===== src/rtl/scmp_bus_responder.sv =====
// scmp_bus_responder: SC/MP bus cycle decoder serving reads/writes against a
// synchronous memory port with programmable read latency.
module scmp_bus_responder #(
  parameter int MEM_LAT = 1
) (
  input  logic        clk,
  input  logic        rst_n,
  input  logic        ADS_n,
  input  logic        RD_n,
  input  logic        WR_n,
  input  logic [11:0] addr,
  input  logic [7:0]  bus_d_i,
  output logic [7:0]  bus_d_o,
  output logic        bus_d_oe,
  output logic [15:0] mem_addr,
  output logic        mem_re,
  input  logic [7:0]  mem_rdata,
  output logic        mem_we,
  output logic [7:0]  mem_wdata,
  output logic [3:0]  cyc_flags,
  output logic        ifetch,
  output logic        halt_pulse,
  output logic        err,
  input  logic        err_clr
);
  typedef enum logic [2:0] {IDLE, RD_ISSUE, RD_WAIT, RD_HOLD, WR_WAIT, WR_COMMIT} state_t;
  state_t     st;
  logic [1:0] cnt;
  logic [7:0] rdata_q;
  logic       rd_q;
  logic       err_set;
  // a write strobe is illegal in a read cycle or outside any cycle
  assign err_set = (!ADS_n && (!RD_n || !WR_n)) || (!RD_n && st != RD_HOLD) ||
                   (!WR_n && (cyc_flags[0] || st == IDLE));
  assign bus_d_oe = !RD_n;
  assign bus_d_o  = (st == RD_HOLD && !RD_n) ? rdata_q : 8'hFF;
  always_ff @(posedge clk or negedge rst_n) begin
    if (!rst_n) begin
      st         <= IDLE;
      cnt        <= 2'd0;
      rdata_q    <= 8'd0;
      rd_q       <= 1'b1;
      mem_addr   <= 16'd0;
      mem_wdata  <= 8'd0;
      mem_re     <= 1'b0;
      mem_we     <= 1'b0;
      cyc_flags  <= 4'd0;
      ifetch     <= 1'b0;
      halt_pulse <= 1'b0;
      err        <= 1'b0;
    end else begin
      rd_q       <= RD_n;
      mem_re     <= 1'b0;
      mem_we     <= 1'b0;
      halt_pulse <= 1'b0;
      err        <= err_set || (err && !err_clr);
      if (!ADS_n) begin
        mem_addr   <= {bus_d_i[3:0], addr};
        cyc_flags  <= bus_d_i[7:4];
        ifetch     <= bus_d_i[5];
        halt_pulse <= bus_d_i[7];
        mem_re     <= bus_d_i[4];
        st         <= bus_d_i[4] ? RD_ISSUE : WR_WAIT;
      end else begin
        case (st)
          RD_ISSUE: begin
            cnt <= 2'(MEM_LAT - 1);
            st  <= RD_WAIT;
          end
          RD_WAIT: begin
            if (cnt == 2'd0) begin
              rdata_q <= mem_rdata;
              st      <= RD_HOLD;
            end else cnt <= cnt - 2'd1;
          end
          RD_HOLD: begin
            if (!rd_q && RD_n) begin
              st     <= IDLE;
              ifetch <= 1'b0;
            end
          end
          WR_WAIT: begin
            if (!WR_n) begin
              mem_wdata <= bus_d_i;
              mem_we    <= 1'b1;
              st        <= WR_COMMIT;
            end
          end
          WR_COMMIT: begin
            st     <= IDLE;
            ifetch <= 1'b0;
          end
          default: st <= IDLE;
        endcase
      end
    end
  end
endmodule

===== config.mk =====
export PLATFORM = sky130hd
export DESIGN_NAME = scmp_bus_responder
export DESIGN_NICKNAME = d
export VERILOG_FILES = /design/src/rtl/scmp_bus_responder.sv
export SDC_FILE = /design/constraint.sdc
export NUM_CORES = 1
export LEC_CHECK = 0
export ABC_AREA = 1
export CAP_MARGIN = 20
export CORE_MARGIN = 5
export CORE_UTILIZATION = 42
export DETAILED_ROUTE_END_ITERATION = 10
export PLACE_DENSITY = 0.84
export SYNTH_ARGS = -nofsm -noshare
export SYNTH_HDL_FRONTEND = slang
export SYNTH_SLANG_ARGS = --single-unit
export TNS_END_PERCENT = 10

===== constraint.sdc =====
create_clock -name clk -period 3.2 [get_ports clk]
set_input_delay 0.64 -clock clk [delete_from_list [all_inputs] [get_ports clk]]
set_output_delay 0.64 -clock clk [all_outputs]
set_load 0.03 [all_outputs]

* Yosys cells after proc, flatten, opt, wreduce, memory -nomap -nowiden
Cells that the tools add are included.
** Operators by class
- Equal/unequal tests :: 11
- Mux-type cells :: 17
- Add/sub/neg operators :: 1
- Reductions and logical operators :: 24
- Bitwise gates (word level) :: 1
** Operators with widths (count)
- 2-to-1 mux 3 bit :: 5
- case mux 3 bit (4 select lines) :: 1
- AND reduction 3 bit :: 4
- 2-to-1 mux 8 bit :: 1
- 2-to-1 mux 1 bit :: 7
- == test 3 x 2 -> 1 bit, second input constant :: 2
- == test 3 bit, second input constant :: 2
- logical AND 1 bit :: 6
- inequality test 3 x 2 -> 1 bit, second input constant :: 2
- inequality test 3 bit, second input constant :: 2
- zero test 1 bit :: 5
- logical OR 1 bit :: 5
- case mux 2 bit (2 select lines) :: 1
- == test 3 x 1 -> 1 bit, second input constant :: 1
- zero test 3 bit :: 1
- inequality test 3 x 1 -> 1 bit, second input constant :: 1
- zero test 2 bit :: 1
- 2-to-1 mux 2 bit :: 1
- inequality test 2 bit, second input constant :: 1
- case mux 1 bit (2 select lines) :: 1
- AND reduction 2 bit :: 1
- nonzero test 2 bit :: 1
- subtractor 2 x 1 -> 2 bit, second input constant :: 1
- inverter 1 bit :: 1
** Storage, ports and cells
- Output and inout bits :: 42
- Register bits after elaboration :: 47
- Word-level logic and storage cells :: 66

* Logic depth before layout (Yosys ltp)
Gate-level depths: netlist (run 1).
- Depth in word-level cells :: 6
- Gate-level depth with buffers :: 8
- Gate-level depth less buffers :: 8

* Least setup slack after synthesis (run 1)
No wires, ideal clock.
- Kind :: register to output
- Start :: reg st[2]
- End :: out bus_d_o[0]
- Arrival time :: 1.141 ns
- Setup slack :: 1.419 ns
- Stages on the path, launching flop included :: 6
- Buffers on the path :: 1
- Cell sequence :: dfrtp_1 > buf_2 > nor2_1 > inv_2 > nor2_2 > nand2_1
** On the way
- Word-level cells in the longest chain between the ends :: 3
** Ends and longest elaborated chain
- start, declared :: line 27 : state_t st;
- start signal, assigned :: line 63 : st <= bus_d_i[4] ? RD_ISSUE : WR_WAIT;
- == test 3 x 2 -> 1 bit :: line 36 : assign bus_d_o = (st == RD_HOLD && !RD_n) ? rdata_q : 8'hFF;
- logical AND 1 bit :: line 36
- 2-to-1 mux 8 bit :: line 36
- end, declared :: line 13 : output logic [7:0] bus_d_o,
Every way passes these cells.

* Worst setup path in the final report (run 1)
- Start :: in RD_n
- End :: out bus_d_o[6]
** On the way
- Word-level cells in the longest chain between the ends :: 3
** Ends and longest elaborated chain
- start, declared :: line 9 : input logic RD_n,
- zero test 1 bit :: line 36
- logical AND 1 bit :: line 36
- 2-to-1 mux 8 bit :: line 36
Every way passes these cells.

==> flow_metrics.py, run 1 <==
metrics = {
    "status": {
        "outcome": "completed",
    },
    "global_route": {
        "grt_pass1_vias": 1761,
        "antenna_found_initial": 0,
        "grt_max_degree": 48,
        "grt_pass1_wl_mm": 7.76,
        "grt_use_total_pct": 15.3,
        "grt_overflow": 0,
    },
    "synth": {
        "synth_nets": 276,
        "yosysMostFrequentCell": "nand2_1",
        "syn_avg_cell_area_sq_um": 8.57,
        "synth_ff_type": "dfrtp_1",
        "yosys_warnings": 0,
        "ys_top_cells_by_area": "dfrtp_1 (56%), nand2_1 (17%), inv_1 (6.4%)",
        "synth-edff-count": 0,
        "synth_cells": 241,
        "async_reset_ff_share_pct": 100,
        "syn_area_sq_um": 2070,
        "synth_common_cells": "nand2_1 (93), dfrtp_1 (46), inv_1 (35), o21ai_1 (15), nand3_1 (9)",
        "postSynthRegisterBits": 47,
        "yosysSeqAreaShare_pct": 57.0,
        "synth_top_area_cell": "dfrtp_1",
        "synth_cell_types": 22,
        "synth_top_area_share_pct": 55.7,
    },
    "floorplanning": {
        "die_h_um": 80.1,
        "start_util_pct": 43.4,
        "die_w_um": 80.1,
        "ios": 76,
        "core_sq_um": 4750,
        "die_area_sq_um": 6420,
        "rows": 25,
    },
    "sta": {
        "max_freq_mhz": 360,
        "hold_viol_final": 0,
        "setup_tns_ns": 0,
        "finalSetupViolations": 0,
        "period_minus_slack_ns": 2.78,
        "final-max-slew-violation-count": 0,
        "tightest_slew_ns": 0.605,
        "fin_crit_sh_pct": 86.8,
        "rsz0062_at_grt": "no",
        "slew_headroom_pct": 59.5,
        "fin_skew_ns": 0.00621,
    },
    "placement": {
        "dp_hpwl_mm": 3.28,
        "io_buffers": 75,
        "gp_congestion": 0.744,
    },
    "pwr": {
        "leakage_nw": 1.48,
        "peakVddDrop_uv": 248,
        "p_per_area_nw_per_um2": 583,
        "power_mw": 1.73,
    },
    "layout": {
        "n_fill_cell": 439,
        "finish.utilization_pct": 62.3,
        "area_delta_synth_final_pct": 43.4,
        "nets": 351,
        "antennaDiodeCount": 0,
        "drive_gt1_share_pct": 9.81,
    },
    "cts": {
        "clkSinkCount": 47,
        "worstSkewPairLatency_ns": 0.28,
        "postCtsSetupRepairBufs": 0,
        "root_buffer": "clkbuf_8",
        "cts_buffers": 5,
        "clockBufferDepth": 2,
        "cts_tree": "yes",
        "cts_max_level": 2,
        "postCtsHoldBufs": 0,
        "clk_pin_slew_worst_paths_ns": 0.08,
        "cts_resized": 0,
    },
    "route": {
        "postRouteAntennaNets": 0,
        "dr.pass1.iters": 4,
        "route.detailed.drc": 0,
        "vias": 1735,
        "detailedRoute.firstIterationViolations": 82,
        "routedWlPerCell_um": 11.3,
        "routed_wl_mm": 4.33,
        "vias_per_cell": 4.53,
    },
    "setup_path": {
        "path_common_cell": "clkdlybuf4s50_1",
        "worstPathArrival_ns": 2.14,
        "critPathSlowestCell": "clkdlybuf4s50_1",
        "required_ns": 2.56,
        "critical_path.max_fanout": 8,
        "cpPeakStageDelay_ns": 0.61,
        "worstSetupPathType": "in2out",
        "cp-start-kind": "input pin",
        "path_cells": "clkdlybuf4s50_1 -> nor2_2 -> nand2_1 -> clkdlybuf4s50_1",
        "endpoint_kind": "output port",
    },
    "min_path": {
        "hp-class": "in2async",
    },
    "run": {
        "drv_cap": 0,
    },
}
## sequential cells by signal, indices dropped and copies added (netlist names)
name,count
rdata_q,8
cnt,2
mem_addr,16
mem_we,1
mem_re,1
ifetch,1
mem_wdata,8
halt_pulse,1
rd_q,1
st,3
cyc_flags,4
err,1
## metal layers
| metal | up-vias | wire [um] | GRT usage, % | part of all wire, % |
|---|---|---|---|---|
| met4 | 0 | 34 | 3.72 | 0.78 |
| met5 | - | 0 | 0 | 0 |
| met2 | 54 | 2150 | 26.1 | 50 |
| met3 | 5 | 304 | 4.15 | 7.0 |
| met1 | 795 | 1850 | 19.1 | 43 |
| li1 | 881 | - | - | - |
## per-stage QoR
| stage | hold slack (ns) | cells | area [sq um] | worst slack (ns) |
|---|---|---|---|---|
| 2_1_floorplan | 0.344 | 241 | 2070 | 1.42 |
| 3_3_place_gp | 0.456 | 375 | 2850 | 0.455 |
| 3_5_place_dp | 0.460 | 375 | 2850 | 0.412 |
| 4_1_cts | 0.479 | 382 | 2940 | 0.402 |
| 5_1_grt | 0.379 | 383 | 2960 | 0.239 |
| 6_report | 0.343 | 383 | 2960 | 0.421 |
## power by group
| group | switching [mW] | total (mW) | internal, mW |
|---|---|---|---|
| registers | 0.0797 | 0.801 | 0.721 |
| clock network | 0.177 | 0.347 | 0.170 |
| logic | 0.328 | 0.581 | 0.253 |
## cell type report
class                           count  area [sq um]  area share [%]
Tap cell                           67          83.8            2.83
Inverter                           40           150            5.07
Sequential cell                    47          1180            39.7
Clock buffer                        6          82.6            2.79
Multi-Input combinational cell    145           683            23.1
Clock inverter                      1          5.00           0.169
Timing Repair Buffer               77           781            26.4
## cells by family after synthesis
family / Yosys count / share of synthesized area, %
AND/OR/NAND/NOR: 120 / 25.1
adder cells (fa/ha/maj): 1 / 0.606
AO/OA/AOI/OAI: 24 / 7.39
flip-flops: 47 / 57.0
buffers and inverters: 49 / 9.93
## worst max-delay path, delay by kind of cell
family        cells  cell delay, ns
simple gates      2            0.42
buf+inv           2            1.08
## placed cells by master (no fill, tap or decap)
cell,count
inv_2,5
buf_2,1
clkdlybuf4s50_1,74
o21ai_2,8
nand3_4,1
nand4_2,1
o211ai_1,1
nor2_2,2
nor3_1,1
buf_16,1
nand4_1,4
nor3_4,1
buf_4,1
nand3_1,9
inv_1,35
o21ai_1,15
clkinv_2,1
ha_1,1
nor2_1,6
dfstp_2,1
clkbuf_8,6
dfrtp_1,46
nand2_2,2
nand2_1,93
## final timing paths
| check | startpoint | endpoint | slack [ns] | depth (start not counted) |
|---|---|---|---|---|
| setup / recovery | RD_n | bus_d_o[6] | 0.42 | 4 |
| hold / removal | rst_n | mem_wdata[3] | 0.34 | 1 |
| setup reg to reg | st[0] | mem_wdata[5] | 1.78 | 5 |
| hold reg to reg | cnt[0] | cnt[0] | 0.48 | 2 |
| max in group asynchronous | rst_n | rd_q | 2.28 | 2 |
| min in group clk | cnt[0] | cnt[0] | 0.48 | 2 |
Note: power is estimated with default switching activity, not from simulation.
==> inputs of run 2 (changes only) <==
--- a/config.mk
+++ b/config.mk
@@ -8,7 +8,7 @@
 export ABC_AREA = 1
 export CAP_MARGIN = 20
 export CORE_MARGIN = 5
-export CORE_UTILIZATION = 42
+export CORE_UTILIZATION = 40
 export DETAILED_ROUTE_END_ITERATION = 10
 export PLACE_DENSITY = 0.84
 export SYNTH_ARGS = -nofsm -noshare
==> constraint.sdc (replaced) <==
create_clock -name clk -period 2.3 [get_ports clk]
set_input_delay 0.46 -clock clk [delete_from_list [all_inputs] [get_ports clk]]
set_output_delay 0.46 -clock clk [all_outputs]
set_load 0.03 [all_outputs]
==> run 2 against run 1 <==
  * Clock power grew 45%
  * Hold slack lost 0.18 ns
  * Power grew 41%
  * Highest routed layer unchanged
==> flow_metrics.py, run 2 (synthesis results as in run 1) <==
metrics = {
    "setup_path": {
        "worstPathArrival_ns": 1.69,
        "worstSetupPathType": "in2out",
        "critical_path.max_fanout": 4,
        "cp-start-kind": "input pin",
        "required_ns": 1.84,
        "endpoint_kind": "output port",
    },
    "sta": {
        "setup_tns_ns": 0,
        "hold-worst-slack_ns": 0.166,
        "max_freq_mhz": 466,
        "hold_viol_final": 0,
        "rsz0062_at_grt": "no",
        "tightest_slew_ns": 0.626,
        "slew_headroom_pct": 58.2,
        "finalSetupViolations": 0,
        "layout_setup_ws_ns": 0.153,
        "fin_crit_sh_pct": 93.4,
        "fin_skew_ns": 0.00893,
        "period_minus_slack_ns": 2.15,
        "final-max-slew-violation-count": 0,
    },
    "placement": {
        "place_ws_ns": 0.149,
        "gp_congestion": 0.904,
        "numPlacedInstances": 382,
        "dpl-instance-area_sq_um": 2860,
        "io_buffers": 75,
        "dp_hpwl_mm": 3.45,
    },
    "global_route": {
        "grt_overflow": 0,
        "grt_pass1_wl_mm": 7.38,
        "grt_max_degree": 30,
        "grt_use_total_pct": 14.3,
        "antenna_found_initial": 0,
        "grt_pass1_vias": 1725,
    },
    "pwr": {
        "peakVddDrop_uv": 502,
        "leakage_nw": 1.48,
        "power_mw": 2.43,
        "p_per_area_nw_per_um2": 824,
    },
    "layout": {
        "layout_commonest_cell": "nand2_1",
        "fin_area_sq_um": 2960,
        "n_fill_cell": 474,
        "area_delta_synth_final_pct": 43.1,
        "antennaDiodeCount": 0,
        "finish.utilization_pct": 58.2,
        "final_cells": 390,
        "regMostFlops": "mem_addr",
        "final_cell_mix": "nand2_1 (93), clkdlybuf4s50_1 (66), dfrtp_1 (46)",
        "drive_gt1_share_pct": 13.4,
        "nets": 354,
        "reg.largest.list": "mem_addr: 16 flops, mem_wdata: 8 flops, rdata_q: 8 flops",
        "largest_reg_flops": 16,
    },
    "cts": {
        "cts_tree": "yes",
        "cts_max_level": 2,
        "worstSkewPairLatency_ns": 0.30,
        "cts_resized": 0,
        "cts_buffers": 5,
        "clkSinkCount": 47,
        "clockBufferDepth": 2,
        "postCtsHoldBufs": 0,
        "clk_pin_slew_worst_paths_ns": 0.09,
        "postCtsSetupRepairBufs": 0,
        "root_buffer": "clkbuf_8",
    },
    "floorplanning": {
        "die_h_um": 81.9,
        "core_sq_um": 5070,
        "ios": 76,
        "start_util_pct": 40.7,
        "die_w_um": 81.9,
        "die_area_sq_um": 6700,
        "rows": 26,
    },
    "run": {
        "drv_cap": 0,
    },
    "status": {
        "outcome": "completed",
    },
    "min_path": {
        "hp-class": "in2async",
    },
    "route": {
        "route.detailed.drc": 0,
        "postRouteAntennaNets": 0,
        "routedWlPerCell_um": 11.3,
        "vias_per_cell": 4.42,
        "vias": 1725,
        "detailedRoute.firstIterationViolations": 51,
        "routed_wl_mm": 4.41,
        "dr.pass1.iters": 4,
    },
}
-- run 2: area by class of cell --
cell class                 instances  area (sq um)  share of cell area, %
inverter                          40           150                   5.08
sequential                        47          1180                   39.8
multi-input combinational        145           683                   23.1
tap                               70          87.6                   2.96
timing repair buffer              80           763                   25.8
clock inverter                     3          25.0                  0.847
clock buffer                       5          68.8                   2.33
-- run 2: worst max-delay path, cell delays in order --
cell	delay [ns]
clkdlybuf4s50_1	0.47
inv_1	0.09
clkdlybuf4s50_1	0.67
-- run 2: layer usage --
layer	vias up	share of wire [%]	track usage (%)
met1	784	42	16.7
met5	-	0	0
met3	4	6.4	3.95
met4	0	0.82	4.32
li1	888	-	-
met2	49	51	25.5
-- run 2: where the power goes --
part	internal (mW)	switching [mW]	leakage [nW]
combinational	0.349	0.462	0.851
sequential	1.00	0.116	0.584
clock	0.221	0.282	0.0452
-- run 2: worst paths after layout --
check                      startpoint      endpoint  slack, ns  depth (start not counted)
setup reg to reg                st[2]    rdata_q[1]       0.89                          4
hold reg to reg                cnt[1]        cnt[1]       0.48                          2
setup / recovery                 RD_n      bus_d_oe       0.15                          3
hold / removal                  rst_n  mem_wdata[1]       0.17                          1
max in group asynchronous       rst_n   mem_addr[9]       1.43                          2
min in group clk               cnt[1]        cnt[1]       0.48                          2
